## src/rtl/branch_sequencer.sv

```systemverilog
// Branch/jump resolution sequencer: accepts one control-transfer request,
// borrows the shared comparator for conditional branches, and returns the
// resolved outcome with mispredict flush and a saturating mispredict count.
module branch_sequencer #(
    parameter int unsigned XLEN  = 32,
    parameter int unsigned CNT_W = 16
) (
    input  logic             clk,
    input  logic             rst_n,
    // request side
    input  logic             req_valid,
    output logic             req_ready,
    input  logic [1:0]       req_kind,
    input  logic [2:0]       req_funct3,
    input  logic [XLEN-1:0]  req_pc,
    input  logic [XLEN-1:0]  req_imm,
    input  logic [XLEN-1:0]  req_rs1,
    input  logic [XLEN-1:0]  req_rs2,
    input  logic             req_pred_taken,
    input  logic             kill,
    // shared comparator
    output logic             cmp_req,
    input  logic             cmp_gnt,
    output logic [XLEN-1:0]  cmp_x,
    output logic [XLEN-1:0]  cmp_y,
    input  logic             cmp_eq,
    input  logic             cmp_lt,
    input  logic             cmp_ltu,
    // result side
    output logic             res_valid,
    input  logic             res_ready,
    output logic             res_taken,
    output logic [XLEN-1:0]  res_target,
    output logic [XLEN-1:0]  res_link,
    output logic             res_mispredict,
    output logic             res_illegal,
    output logic             res_misaligned,
    output logic             flush,
    output logic [CNT_W-1:0] mispred_cnt
);

    localparam logic [1:0] KIND_BR   = 2'b00;
    localparam logic [1:0] KIND_JAL  = 2'b01;
    localparam logic [1:0] KIND_JALR = 2'b10;

    typedef enum logic [1:0] {
        S_IDLE = 2'b00,
        S_CMP  = 2'b01,
        S_RESP = 2'b10
    } state_e;

    state_e           state_q, state_d;
    logic [XLEN-1:0]  rs1_q, rs1_d;
    logic [XLEN-1:0]  rs2_q, rs2_d;
    logic [2:0]       funct3_q, funct3_d;
    logic             pred_q, pred_d;
    logic [XLEN-1:0]  target_q, target_d;
    logic [XLEN-1:0]  link_q, link_d;
    logic             taken_q, taken_d;
    logic             illegal_q, illegal_d;
    logic             misal_q, misal_d;
    logic             mispred_q, mispred_d;
    logic [CNT_W-1:0] cnt_q, cnt_d;

    logic             xfer;
    logic             done;
    logic             br_taken;
    logic [XLEN-1:0]  sum_pc;
    logic [XLEN-1:0]  sum_rs;
    logic [XLEN-1:0]  jalr_tgt;

    // Handshake qualifiers; reset blocks acceptance, kill blocks both sides
    assign req_ready = rst_n && (state_q == S_IDLE) && !kill;
    assign xfer      = req_valid && req_ready;
    assign done      = (state_q == S_RESP) && res_ready && !kill;

    // Target adders; carries out of XLEN are dropped by the sized sums
    assign sum_pc   = req_pc + req_imm;
    assign sum_rs   = req_rs1 + req_imm;
    assign jalr_tgt = {sum_rs[XLEN-1:1], 1'b0};

    // Condition decode from the comparator flags
    always_comb begin
        br_taken = 1'b0;
        case (funct3_q)
            3'b000:  br_taken = cmp_eq;
            3'b001:  br_taken = !cmp_eq;
            3'b100:  br_taken = cmp_lt;
            3'b101:  br_taken = !cmp_lt;
            3'b110:  br_taken = cmp_ltu;
            3'b111:  br_taken = !cmp_ltu;
            default: br_taken = 1'b0;
        endcase
    end

    // Next-state and result capture
    always_comb begin
        state_d   = state_q;
        rs1_d     = rs1_q;
        rs2_d     = rs2_q;
        funct3_d  = funct3_q;
        pred_d    = pred_q;
        target_d  = target_q;
        link_d    = link_q;
        taken_d   = taken_q;
        illegal_d = illegal_q;
        misal_d   = misal_q;
        mispred_d = mispred_q;
        cnt_d     = cnt_q;

        case (state_q)
            S_IDLE: begin
                if (xfer) begin
                    rs1_d    = req_rs1;
                    rs2_d    = req_rs2;
                    funct3_d = req_funct3;
                    pred_d   = req_pred_taken;
                    link_d   = req_pc + XLEN'(4);
                    case (req_kind)
                        KIND_BR: begin
                            target_d  = sum_pc;
                            taken_d   = 1'b0;
                            illegal_d = (req_funct3 == 3'b010) || (req_funct3 == 3'b011);
                            misal_d   = 1'b0;
                            mispred_d = 1'b0;
                            state_d   = S_CMP;
                        end
                        KIND_JAL: begin
                            target_d  = sum_pc;
                            taken_d   = 1'b1;
                            illegal_d = 1'b0;
                            misal_d   = sum_pc[1];
                            mispred_d = !req_pred_taken;
                            state_d   = S_RESP;
                        end
                        KIND_JALR: begin
                            target_d  = jalr_tgt;
                            taken_d   = 1'b1;
                            illegal_d = 1'b0;
                            misal_d   = jalr_tgt[1];
                            mispred_d = !req_pred_taken;
                            state_d   = S_RESP;
                        end
                        default: begin
                            target_d  = sum_pc;
                            taken_d   = 1'b0;
                            illegal_d = 1'b1;
                            misal_d   = 1'b0;
                            mispred_d = 1'b0;
                            state_d   = S_RESP;
                        end
                    endcase
                end
            end
            S_CMP: begin
                if (kill) begin
                    state_d = S_IDLE;
                end else if (cmp_gnt) begin
                    // Illegal conditions decode to not-taken and never mispredict
                    taken_d   = br_taken;
                    misal_d   = br_taken && target_q[1];
                    mispred_d = (br_taken != pred_q) && !illegal_q;
                    state_d   = S_RESP;
                end
            end
            S_RESP: begin
                if (kill) begin
                    state_d = S_IDLE;
                end else if (res_ready) begin
                    state_d = S_IDLE;
                    if (mispred_q && (cnt_q != {CNT_W{1'b1}})) begin
                        cnt_d = cnt_q + CNT_W'(1);
                    end
                end
            end
            default: state_d = S_IDLE;
        endcase
    end

    // State and latched request/result registers
    always_ff @(posedge clk or negedge rst_n) begin
        if (!rst_n) begin
            state_q   <= S_IDLE;
            rs1_q     <= '0;
            rs2_q     <= '0;
            funct3_q  <= '0;
            pred_q    <= 1'b0;
            target_q  <= '0;
            link_q    <= '0;
            taken_q   <= 1'b0;
            illegal_q <= 1'b0;
            misal_q   <= 1'b0;
            mispred_q <= 1'b0;
            cnt_q     <= '0;
        end else begin
            state_q   <= state_d;
            rs1_q     <= rs1_d;
            rs2_q     <= rs2_d;
            funct3_q  <= funct3_d;
            pred_q    <= pred_d;
            target_q  <= target_d;
            link_q    <= link_d;
            taken_q   <= taken_d;
            illegal_q <= illegal_d;
            misal_q   <= misal_d;
            mispred_q <= mispred_d;
            cnt_q     <= cnt_d;
        end
    end

    assign cmp_req        = (state_q == S_CMP);
    assign cmp_x          = rs1_q;
    assign cmp_y          = rs2_q;
    assign res_valid      = (state_q == S_RESP);
    assign res_taken      = taken_q;
    assign res_target     = target_q;
    assign res_link       = link_q;
    assign res_mispredict = mispred_q;
    assign res_illegal    = illegal_q;
    assign res_misaligned = misal_q;
    assign flush          = done && mispred_q;
    assign mispred_cnt    = cnt_q;

endmodule

```

## config.mk

```make
export PLATFORM = sky130hd
export DESIGN_NAME = branch_sequencer
export DESIGN_NICKNAME = d
export VERILOG_FILES = /design/src/rtl/branch_sequencer.sv
export SDC_FILE = /design/constraint.sdc
export NUM_CORES = 1
export LEC_CHECK = 0
export CORE_AREA = 2 2 153 192
export DETAILED_ROUTE_END_ITERATION = 12
export DIE_AREA = 0 0 155 194
export PLACE_DENSITY_LB_ADDON = 0.2
export SLEW_MARGIN = 20
export SYNTH_ARGS = -nofsm -noshare
export SYNTH_HDL_FRONTEND = slang
export SYNTH_SLANG_ARGS = --single-unit
```

## constraint.sdc

```tcl
create_clock -name clk -period 4.3 [get_ports clk]
set_clock_uncertainty 0.1 [all_clocks]
set_input_delay 0.43 -clock clk [delete_from_list [all_inputs] [get_ports clk]]
set_output_delay 0.43 -clock clk [all_outputs]
set_load 0.1 [all_outputs]
```

==> summary.md, run 1 <==
| Metric | Value |
|---|---|
| Area Overhead vs Synth | 39.2% |
| VDD IR max | 0.294 mV |
| Power Internal | 0.00363 W |
| Cells after synthesis | between 1,000 and 1,500 |
| Worst Setup Path Type | in2reg |
| Worst path required time | 4520 ps |
| Worst-margin pin slew | 1100 ps |
| Pre-Repair DR Iteration Count | 5 |
| CP startpoint kind | primary input |
| Die height | 194 µm |
| Core Rows | 69 |
| Syn nets | 1,407 |
| Comb power frac | 0.519 |
| Worst hold path type | in2async |
| # IOs | 295 |
| Count of cell types in the netlist | 80 |
| Critical Path AT | 3640 ps |
| Antenna violations before repair | 0 |
| Count leader, synth | nand2_1 |
| Ys Warns | 0 |
| Post-synthesis sequential area ratio | 0.385 |
| Post-layout net count | 1,686 |
| Inserted Diodes | 0 |
| Worst hold slack | 346 ps |
| Critical path launch point | req_imm[0] |
| F_max | about 290 MHz |
| Final WL | 32.7 mm |
| Final setup TNS | 0 ps |
| Core Box Area | approximately 28,000 µm² |
| First-pass GRT wire length | 51.7 mm |
| Fraction of registers with async set/reset | 1.00 |
| Clock Sinks | 154 |
| Final setup violation count | 0 |
| NetSw | 0.00375 W |
| Vias per cell | 5.16 |
| Max FO, Critical Path | 5 |
| Number of synthesized flops with an enable pin | 0 |
| Util after Layout | 0.494 |
| Seq cells post-synth | roughly 150 |
| Tcrit/Tclk final | 0.795 |
| FF-to-FF Start | state_q[0] |
| Vias | 9,513 |
| Post-CTS Setup Bufs | 0 |
| Fin. Hold Viols | 0 |
| Yosys top cell area share | 0.385 |
| Initial core utilization | 0.355 |
| Final Max Slew Viols | 0 |
| Synth top area cells | dfrtp_1 (38%), nand2_1 (12%), ha_1 (8.2%), o21ai_0 (4.4%), xnor2_1 (4.2%) |
| Fin crit period | between 3000 and 4000 ps |
| Switching share of total power | 0.508 |
| Sequential Power Share | 0.258 |
| Synthesized area | between 10,000 and 15,000 µm² |
| CTS buffer count | 17 |
| Setup WS post-layout | 879 ps |
| Die X | 155 µm |
| Drt initial violations | 541 |
| Slew HR | 0.266 |
| I/O Buffers | 294 |
| Yosys top cell by area | dfrtp_1 |
| DRC viols | 0 |
| Clock-pin slew on the worst setup and hold paths | ~70 ps |
| DP Worst Slack | between 400 and 500 ps |
| Antenna-violating nets left | 0 |
| DP Wirelength | ~25 mm |
| GRT Total Usage | 0.217 |
| Power per cell area | approximately 530 nW/µm² |
| Clk buf depth | 2 |
| CP Capture Type | flip-flop |
| TritonCTS clock tree | done |
| Lkg Pwr | 6.25 nW |
| # H-tree levels | 4 |
| Vias in the first global route | between 9,000 and 10,000 |
| Largest net degree at the start of global routing | 78 |
| Commonest cells post-synth | nand2_1 (330), dfrtp_1 (154), o21ai_0 (89) |
| Worst skew pair latency | approximately 430 ps |
| Share of cells above drive strength 1 | 0.0517 |
| Max-cap violations | 0 |
| RSZ-0062 raised after global routing | false |
| Routed len/inst | 17.8 µm |
| Outcome | completed |
| Remaining Overflow, GRT | 0 |
| Most used DFF post-synth | dfrtp_1 |
| Avg Inst Size Synth | 8.38 µm² |
| Die area | 30,100 µm² |
| Clock tree root driver cell | clkbuf_16 |
| Final RePlAce weighted congestion | just under 0.9 |
| Clock share of power | 0.223 |
logic make-up (layout without fill, tap and decap cells):
kind of cell,count (synthesis),after routing,share of synthesized area
and+or+nand+nor,513,513,0.220
AOI/OAI and AO/OA,292,292,0.190
DFF,154,154,0.385
xor gates and xnor gates,91,91,0.0796
buffers and inverters,69,361,0.0301
adders and majority gates,68,68,0.0864
muxes,9,9,0.00924
metal layers:
metal  track usage  share of wire  up-vias
met5             0              0        -
met4        0.0638          0.016        0
met3        0.0400          0.045       34
met2         0.383           0.51      261
met1         0.269           0.43     4506
li1              -              -     4712
through the flow:
stage | total power (W) | instances | instance area, µm²
4_1_cts | 0.00744 | 1843 | 13900
2_1_floorplan | 0.00472 | 1196 | 10000
3_5_place_dp | 0.00577 | 1810 | 13300
5_1_grt | 0.00770 | 1843 | 13900
6_report | 0.00738 | 1843 | 13900
3_3_place_gp | 0.00575 | 1810 | 13300
critical path, cell delays in order:
cell	delay, ps
clkdlybuf4s50_1	450
ha_1	240
fa_1	480
a211oi_2	300
o211ai_2	130
a41o_2	350
o211ai_1	270
nand4b_1	140
a31oi_1	280
a31oi_1	140
xor2_1	160
a221o_1	290
cells in the final DEF (no fill, tap or decap), types with 9 or more instances in the layout:
cell type,netlist,layout
xnor2_1,48,48
o21a_1,10,10
buf_4,1,9
nor3_1,16,15
nor2_1,65,65
ha_1,66,65
nand4_1,10,10
a31oi_1,12,12
clkdlybuf4s50_1,0,292
and3_1,14,14
dfrtp_1,154,154
nand2_1,330,329
o21ai_0,89,89
xor2_1,43,43
o211ai_1,12,12
a21oi_1,73,73
nand3_1,30,30
clkbuf_16,0,17
a21o_1,29,29
a211oi_1,12,12
inv_1,24,24
power groups by stage:
stage / Sequential (W) / Clock (W) / Combinational [W]
2_1_floorplan: 0.00396 / 0 / 0.000761
3_3_place_gp: 0.00193 / 0 / 0.00383
3_5_place_dp: 0.00193 / 0 / 0.00384
4_1_cts: 0.00191 / 0.00168 / 0.00385
5_1_grt: 0.00194 / 0.00175 / 0.00401
6_report: 0.00191 / 0.00164 / 0.00384
what timing repair did:
action | 4_1_cts | 5_1_grt
resized for setup | 0 | 0
hold buffers | 1 | 0
endpoints found under the hold margin | 29 | 0
registers in the layout (all words and copies together) (netlist names):
name / flops
res_misaligned: 1
pred_q: 1
state_q: 2
funct3_q: 3
res_illegal: 1
mispred_cnt: 16
res_link: 32
cmp_x: 32
cmp_y: 32
res_taken: 1
res_mispredict: 1
res_target: 32
path summary, 6_finish.rpt:
path                             endpoint  slack, ps  depth (start not counted)
setup / recovery           res_target[28]        880                         12
hold / removal             mispred_cnt[4]        350                          2
setup reg to reg           res_target[31]       1740                          5
hold reg to reg               res_link[3]        370                          2
max in group asynchronous     res_link[8]       2720                          3
min in group clk              res_link[3]        370                          2
area by class of cell:
cell class,count,area (µm²)
fillers,2707,14300
clock inverters,15,199
repair buffers,305,3040
well taps,355,444
clock buffers,17,425
flip-flops and latches,154,3850
inverters,24,90.1
multi-input cells,973,5890
Note: power is estimated with default switching activity, not from simulation.
==> inputs of run 2 (changes only) <==
==> constraint.sdc (replaced) <==
create_clock -name clk -period 3.4 [get_ports clk]
set_clock_uncertainty 0.1 [all_clocks]
set_input_delay 0.34 -clock clk [delete_from_list [all_inputs] [get_ports clk]]
set_output_delay 0.34 -clock clk [all_outputs]
set_load 0.1 [all_outputs]
==> run 2 against run 1 <==
The flow now finishes with violations (negative hold slack). Combinational power is 29% higher. First-iteration DRC count is 14% lower. Core utilization grew 2.1 points. Worst setup slack worse by 700 ps.
==> summary.md, run 2 (synthesized netlist as in run 1, its figures left out) <==
| Metric | Value |
|---|---|
| Final Max Slew Viols | 0 (unchanged) |
| Largest net degree at the start of global routing | 155 (+99%) |
| Antenna-violating nets left | 0 (unchanged) |
| Worst hold path type | in2async |
| Final setup violation count | 0 (unchanged) |
| Most frequent cells in the layout | nand2_1 (329), clkdlybuf4s50_1 (287), dfrtp_1 (153), buf_4 (93), o21ai_0 (89) |
| I/O Buffers | 294 (unchanged) |
| Tcrit/Tclk final | 0.947 |
| CP startpoint kind | primary input |
| Fin. Hold Viols | 14 (+14) |
| Most common cell after layout, fill and taps aside | nand2_1 |
| DP Worst Slack | -296 ps (-719 ps) |
| TritonCTS clock tree | done |
| Pre-Repair DR Iteration Count | 5 (unchanged) |
| RSZ-0062 raised after global routing | false |
| Final RePlAce weighted congestion | 0.862 (-0.28%) |
| Clock Sinks | 154 (unchanged) |
| Max FO, Critical Path | 4 (-1) |
| Worst hold slack | -47.7 ps (-394 ps) |
| Final non-filler cell total | 1,921 (+4.2%) |
| Placed instance count | 1,889 (+4.4%) |
| Vias | 9,810 (+3.1%) |
| Power per cell area | 651 nW/µm² (+23%) |
| Routed len/inst | 17.3 µm (-2.4%) |
| Worst-margin pin slew | 1090 ps (-10.1 ps) |
| Antenna violations before repair | 0 (unchanged) |
| Inserted Diodes | 0 (unchanged) |
| Gates resized, CTS repair | 0 (unchanged) |
| Critical Path AT | 3440 ps (-200 ps) |
| Initial core utilization | 0.355 (unchanged) |
| Clk buf depth | 2 (unchanged) |
| DP Wirelength | 25.6 mm (+1.5%) |
| Lkg Pwr | 6.64 nW (+6.3%) |
| Setup WS post-layout | 181 ps (-698 ps) |
| Worst Setup Path Type | in2reg |
| Share of cells above drive strength 1 | 0.103 (+0.0517) |
| Worst skew pair latency | 430 ps (about the same) |
| Failing checks | negative hold slack |
| First-pass GRT wire length | 53.2 mm (+2.9%) |
| Clock-pin slew on the worst setup and hold paths | 70 ps (about the same) |
| Final WL | 33.3 mm (+1.7%) |
| Vias per cell | 5.11 (-1.1%) |
| Area Overhead vs Synth | 45.2% |
| VDD IR max | 0.379 mV (+29%) |
| Vias in the first global route | 9,874 (+4.8%) |
| Remaining Overflow, GRT | 0 (unchanged) |
| Die area | 30,100 µm² (unchanged) |
| Slew HR | 0.272 (+0.00674) |
| Worst path required time | 3620 ps (-900 ps) |
| Core Rows | 69 (unchanged) |
| Max-cap violations | 0 (unchanged) |
| Outcome | finished with violations |
| Die X | 155 µm (unchanged) |
| Drt initial violations | 467 (-14%) |
| F_max | a little over 300 MHz |
| Pwr Total | 0.00947 W (+28%) |
| Clock tree root driver cell | clkbuf_16 |
| Post-layout net count | 1,764 (+4.6%) |
| Post-CTS Setup Bufs | 0 (unchanged) |
| Core Box Area | 28,200 µm² (unchanged) |
| Fin crit period | ~3200 ps |
| CTS buffer count | 17 (unchanged) |
| CTS Hold Bufs | 0 (-1) |
| GRT Total Usage | 0.223 (+0.00505) |
| # IOs | 295 (unchanged) |
| DRC viols | 0 (unchanged) |
| CP Capture Type | flip-flop |
| # H-tree levels | 4 (unchanged) |
| Die height | 194 µm (unchanged) |
run 2: worst max-delay path, cell delays in order:
cell,delay (ps)
clkdlybuf4s50_1,480
buf_4,110
nand2_1,60
fa_1,380
or2b_2,320
a21oi_1,310
o21a_2,280
a211oi_4,110
a31o_4,290
o21ai_2,230
a211oi_2,110
mux2i_1,140
a221o_1,260
run 2: final timing paths:
| check | from | to | slack (ps) | cells past startpoint |
|---|---|---|---|---|
| max in group asynchronous | rst_n | res_target[8] | 2570 | 2 |
| worst min register to register | cmp_y[0] | cmp_y[0] | 370 | 2 |
| worst max-delay path | req_imm[0] | res_target[28] | 180 | 13 |
| worst max register to register | mispred_cnt[8] | mispred_cnt[15] | 840 | 9 |
| min in group clk | req_rs2[23] | cmp_y[23] | 330 | 3 |
| worst min-delay path | rst_n | mispred_cnt[4] | -50 | 2 |
run 2: area by class of cell:
| cell class | instances | area [µm²] |
|---|---|---|
| flip-flops and latches | 154 | 3850 |
| multi-input cells | 973 | 5900 |
| clock inverters | 13 | 180 |
| clock buffers | 19 | 453 |
| well taps | 355 | 444 |
| inverters | 24 | 90.1 |
| repair buffers | 383 | 3620 |
| fillers | 2701 | 13700 |
run 2: per-layer routing:
| metal | track usage | share of wire | vias up |
|---|---|---|---|
| li1 | - | - | 4873 |
| met1 | 0.274 | 0.43 | 4660 |
| met2 | 0.391 | 0.50 | 232 |
| met3 | 0.0438 | 0.043 | 45 |
| met4 | 0.0679 | 0.024 | 0 |
| met5 | 0 | 0 | - |
run 2: stage by stage:
stage,area (µm²),util,TNS [ps],hold WS (ps)
after global placement,13900,0.493,-924,356
after detailed placement,13900,0.493,-1240,361
final,14500,0.515,0,-47.7
after floorplan,10000,-,0,-55.6
after CTS,14500,0.515,0,33.9
after global routing,14500,0.515,0,37.1
run 2: report_power, final:
group / internal (W) / switching, W / total (W)
logic: 0.00130 / 0.00366 / 0.00496
registers: 0.00219 / 0.000216 / 0.00241
clock network: 0.00122 / 0.000885 / 0.00210
==> inputs of run 3 (changes only) <==
--- a/config.mk
+++ b/config.mk
@@ -6,6 +6,7 @@
 export NUM_CORES = 1
 export LEC_CHECK = 0
 export CORE_AREA = 2 2 153 192
+export CTS_BUF_LIST = sky130_fd_sc_hd__clkbuf_4 sky130_fd_sc_hd__clkbuf_8
 export DETAILED_ROUTE_END_ITERATION = 12
 export DIE_AREA = 0 0 155 194
 export PLACE_DENSITY_LB_ADDON = 0.2
==> run 3 against run 2 <==
The flow now finishes without violations. Critical endpoint unchanged. Global-route usage is essentially flat. Largest power group unchanged. Power shrank 5.3%. Clock-buffer cell count is the same.
==> summary.md, run 3 (synthesized netlist as in run 1, its figures left out) <==
| Metric | Value |
|---|---|
| Worst Setup Path Type | in2reg |
| Clock Sinks | 154 (unchanged) |
| Most used cell, CP | a31oi_1 |
| Fin. Hold Viols | 0 (-14) |
| GRT Total Usage | 0.222 (-0.000436) |
| Max FO, Critical Path | 3 (-1) |
| Sequential Power Share | 0.268 (+0.014) |
| Clock tree root driver cell | clkbuf_8 |
| CP max-delay cell | fa_1 |
| Antenna-violating nets left | 0 (unchanged) |
| DP Worst Slack | -296 ps (unchanged) |
| Placed instance count | 1,889 (unchanged) |
| Fin crit period | 3150 ps (-65.1 ps) |
| Most frequent cells in the layout | nand2_1 (329), clkdlybuf4s50_1 (287), dfrtp_1 (153), buf_4 (93), o21ai_0 (89) |
| Final RePlAce weighted congestion | 0.862 (unchanged) |
| Vias per cell | 5.08 (-0.55%) |
| Worst hold path type | in2reg |
| Remaining Overflow, GRT | 0 (unchanged) |
| Routed len/inst | 17.2 µm (-0.53%) |
| Vias | 9,761 (-0.50%) |
| Inserted Diodes | 0 (unchanged) |
| Tcrit/Tclk final | 0.928 (-0.0191) |
| Lkg Pwr | 6.56 nW (-1.3%) |
| DP Wirelength | 25.6 mm (unchanged) |
| Final WL | 33.2 mm (-0.48%) |
| Initial core utilization | 0.355 (unchanged) |
| Outcome | completed |
| CP Capture Type | flip-flop |
| Worst-margin pin slew | 1090 ps (+0.740 ps) |
| Die X | 155 µm (unchanged) |
| Clock-pin slew on the worst setup and hold paths | 90 ps (+20 ps) |
| First-pass GRT wire length | 53.1 mm (-0.31%) |
| Post-CTS Setup Bufs | 0 (unchanged) |
| Core Rows | 69 (unchanged) |
| Share of cells above drive strength 1 | 0.103 (about the same) |
| Worst skew pair latency | 470 ps (+40 ps) |
| Post-layout net count | 1,765 (+0.057%) |
| Area Overhead vs Synth | 43.4% |
| F_max | 317 MHz (+2.1%) |
| Worst path required time | 3660 ps (+40 ps) |
| # H-tree levels | 4 (unchanged) |
| CTS Hold Bufs | 1 (+1) |
| CP startpoint kind | primary input |
| DRC viols | 0 (unchanged) |
| Die height | 194 µm (unchanged) |
| Switching share of total power | 0.523 (+0.0206) |
| RSZ-0062 raised after global routing | false |
| Final setup TNS | 0 ps (unchanged) |
| Drt initial violations | 430 (-7.9%) |
| Worst path cell trace | clkdlybuf4s50_1 > ha_1 > fa_1 > a211oi_2 > o211ai_2 > a41o_2 > o211ai_1 > nand4b_1 > a31oi_1 > a31oi_1 > xor2_1 > a221o_1 |
| Largest net degree at the start of global routing | 155 (unchanged) |
| # IOs | 295 (unchanged) |
| I/O Buffers | 294 (unchanged) |
| Critical Path Max Stage Delay | 440 ps (-40 ps) |
| Slew HR | 0.272 (-0.000494) |
| Power per cell area | 625 nW/µm² (-4.1%) |
| Critical Path AT | 3420 ps (-20 ps) |
| Final setup violation count | 0 (unchanged) |
| Comb power frac | 0.552 (+0.029) |
| Worst hold slack | 285 ps (+333 ps) |
| Final Max Slew Viols | 0 (unchanged) |
| Setup WS post-layout | 246 ps (+65.1 ps) |
| Core Box Area | 28,200 µm² (unchanged) |
| Power Internal | 0.00428 W (-9.2%) |
| VDD IR max | 0.380 mV (+0.39%) |
| Final non-filler cell total | 1,922 (+0.052%) |
| TritonCTS clock tree | done |
| Pre-Repair DR Iteration Count | 4 (-1) |
| Most common cell after layout, fill and taps aside | nand2_1 |
| Antenna violations before repair | 0 (unchanged) |
| CTS buffer count | 17 (unchanged) |
| Clk buf depth | 2 (unchanged) |
| Gates resized, CTS repair | 0 (unchanged) |
| Vias in the first global route | 9,827 (-0.48%) |
| Die area | 30,100 µm² (unchanged) |
| Util after Layout | 0.509 (-0.00643) |
| NetSw | 0.00470 W (-1.4%) |
| Clock share of power | 0.179 (-0.043) |
| Max-cap violations | 0 (unchanged) |
-- run 3: power groups by stage --
stage / Clock, W / Combinational [W] / Sequential, W
2_1_floorplan: 0 / 0.000963 / 0.00501
3_3_place_gp: 0 / 0.00495 / 0.00243
3_5_place_dp: 0 / 0.00496 / 0.00244
4_1_cts: 0.00166 / 0.00498 / 0.00241
5_1_grt: 0.00174 / 0.00519 / 0.00246
6_report: 0.00161 / 0.00496 / 0.00241
-- run 3: final timing paths --
kind                                    to  cells after the start  slack [ps]      startpoint
setup / recovery            res_target[28]                     12         250       req_pc[0]
hold / removal                   cmp_y[23]                      3         290     req_rs2[23]
setup reg to reg           mispred_cnt[15]                      9         840  mispred_cnt[8]
hold reg to reg                   cmp_y[0]                      2         380        cmp_y[0]
max in group asynchronous   res_mispredict                      3        2050           rst_n
min in group asynchronous   mispred_cnt[4]                      3         460           rst_n
-- run 3: through the flow --
step           total power [W]  cell area, µm²
3_3_place_gp           0.00738           13900
5_1_grt                0.00938           14400
3_5_place_dp           0.00741           13900
6_report               0.00897           14400
4_1_cts                0.00905           14400
2_1_floorplan          0.00598           10000
-- run 3: critical path: cells and delay by family --
| family | cells | cell delay [ps] |
|---|---|---|
| adders and majority gates | 2 | 690 |
| xor gates and xnor gates | 1 | 160 |
| AOI/OAI and AO/OA | 7 | 1660 |
| buffers and inverters | 1 | 420 |
| and+or+nand+nor | 1 | 140 |
-- run 3: routing by layer --
metal  track usage  share of wire  vias up  wire [µm]
met5             0              0        -          0
met3        0.0422          0.043       51       1430
met1         0.274           0.43     4614      14300
met2         0.389           0.50      231      16600
li1              -              -     4865          -
met4        0.0710          0.024        0        808
-- run 3: layout make-up --
cell class	count	area (µm²)
multi-input combinational	973	5900
fill	2730	13900
sequential	154	3850
tap	355	444
clock inverter	13	180
timing repair buffer	384	3630
clock buffer	19	262
inverter	24	90.1
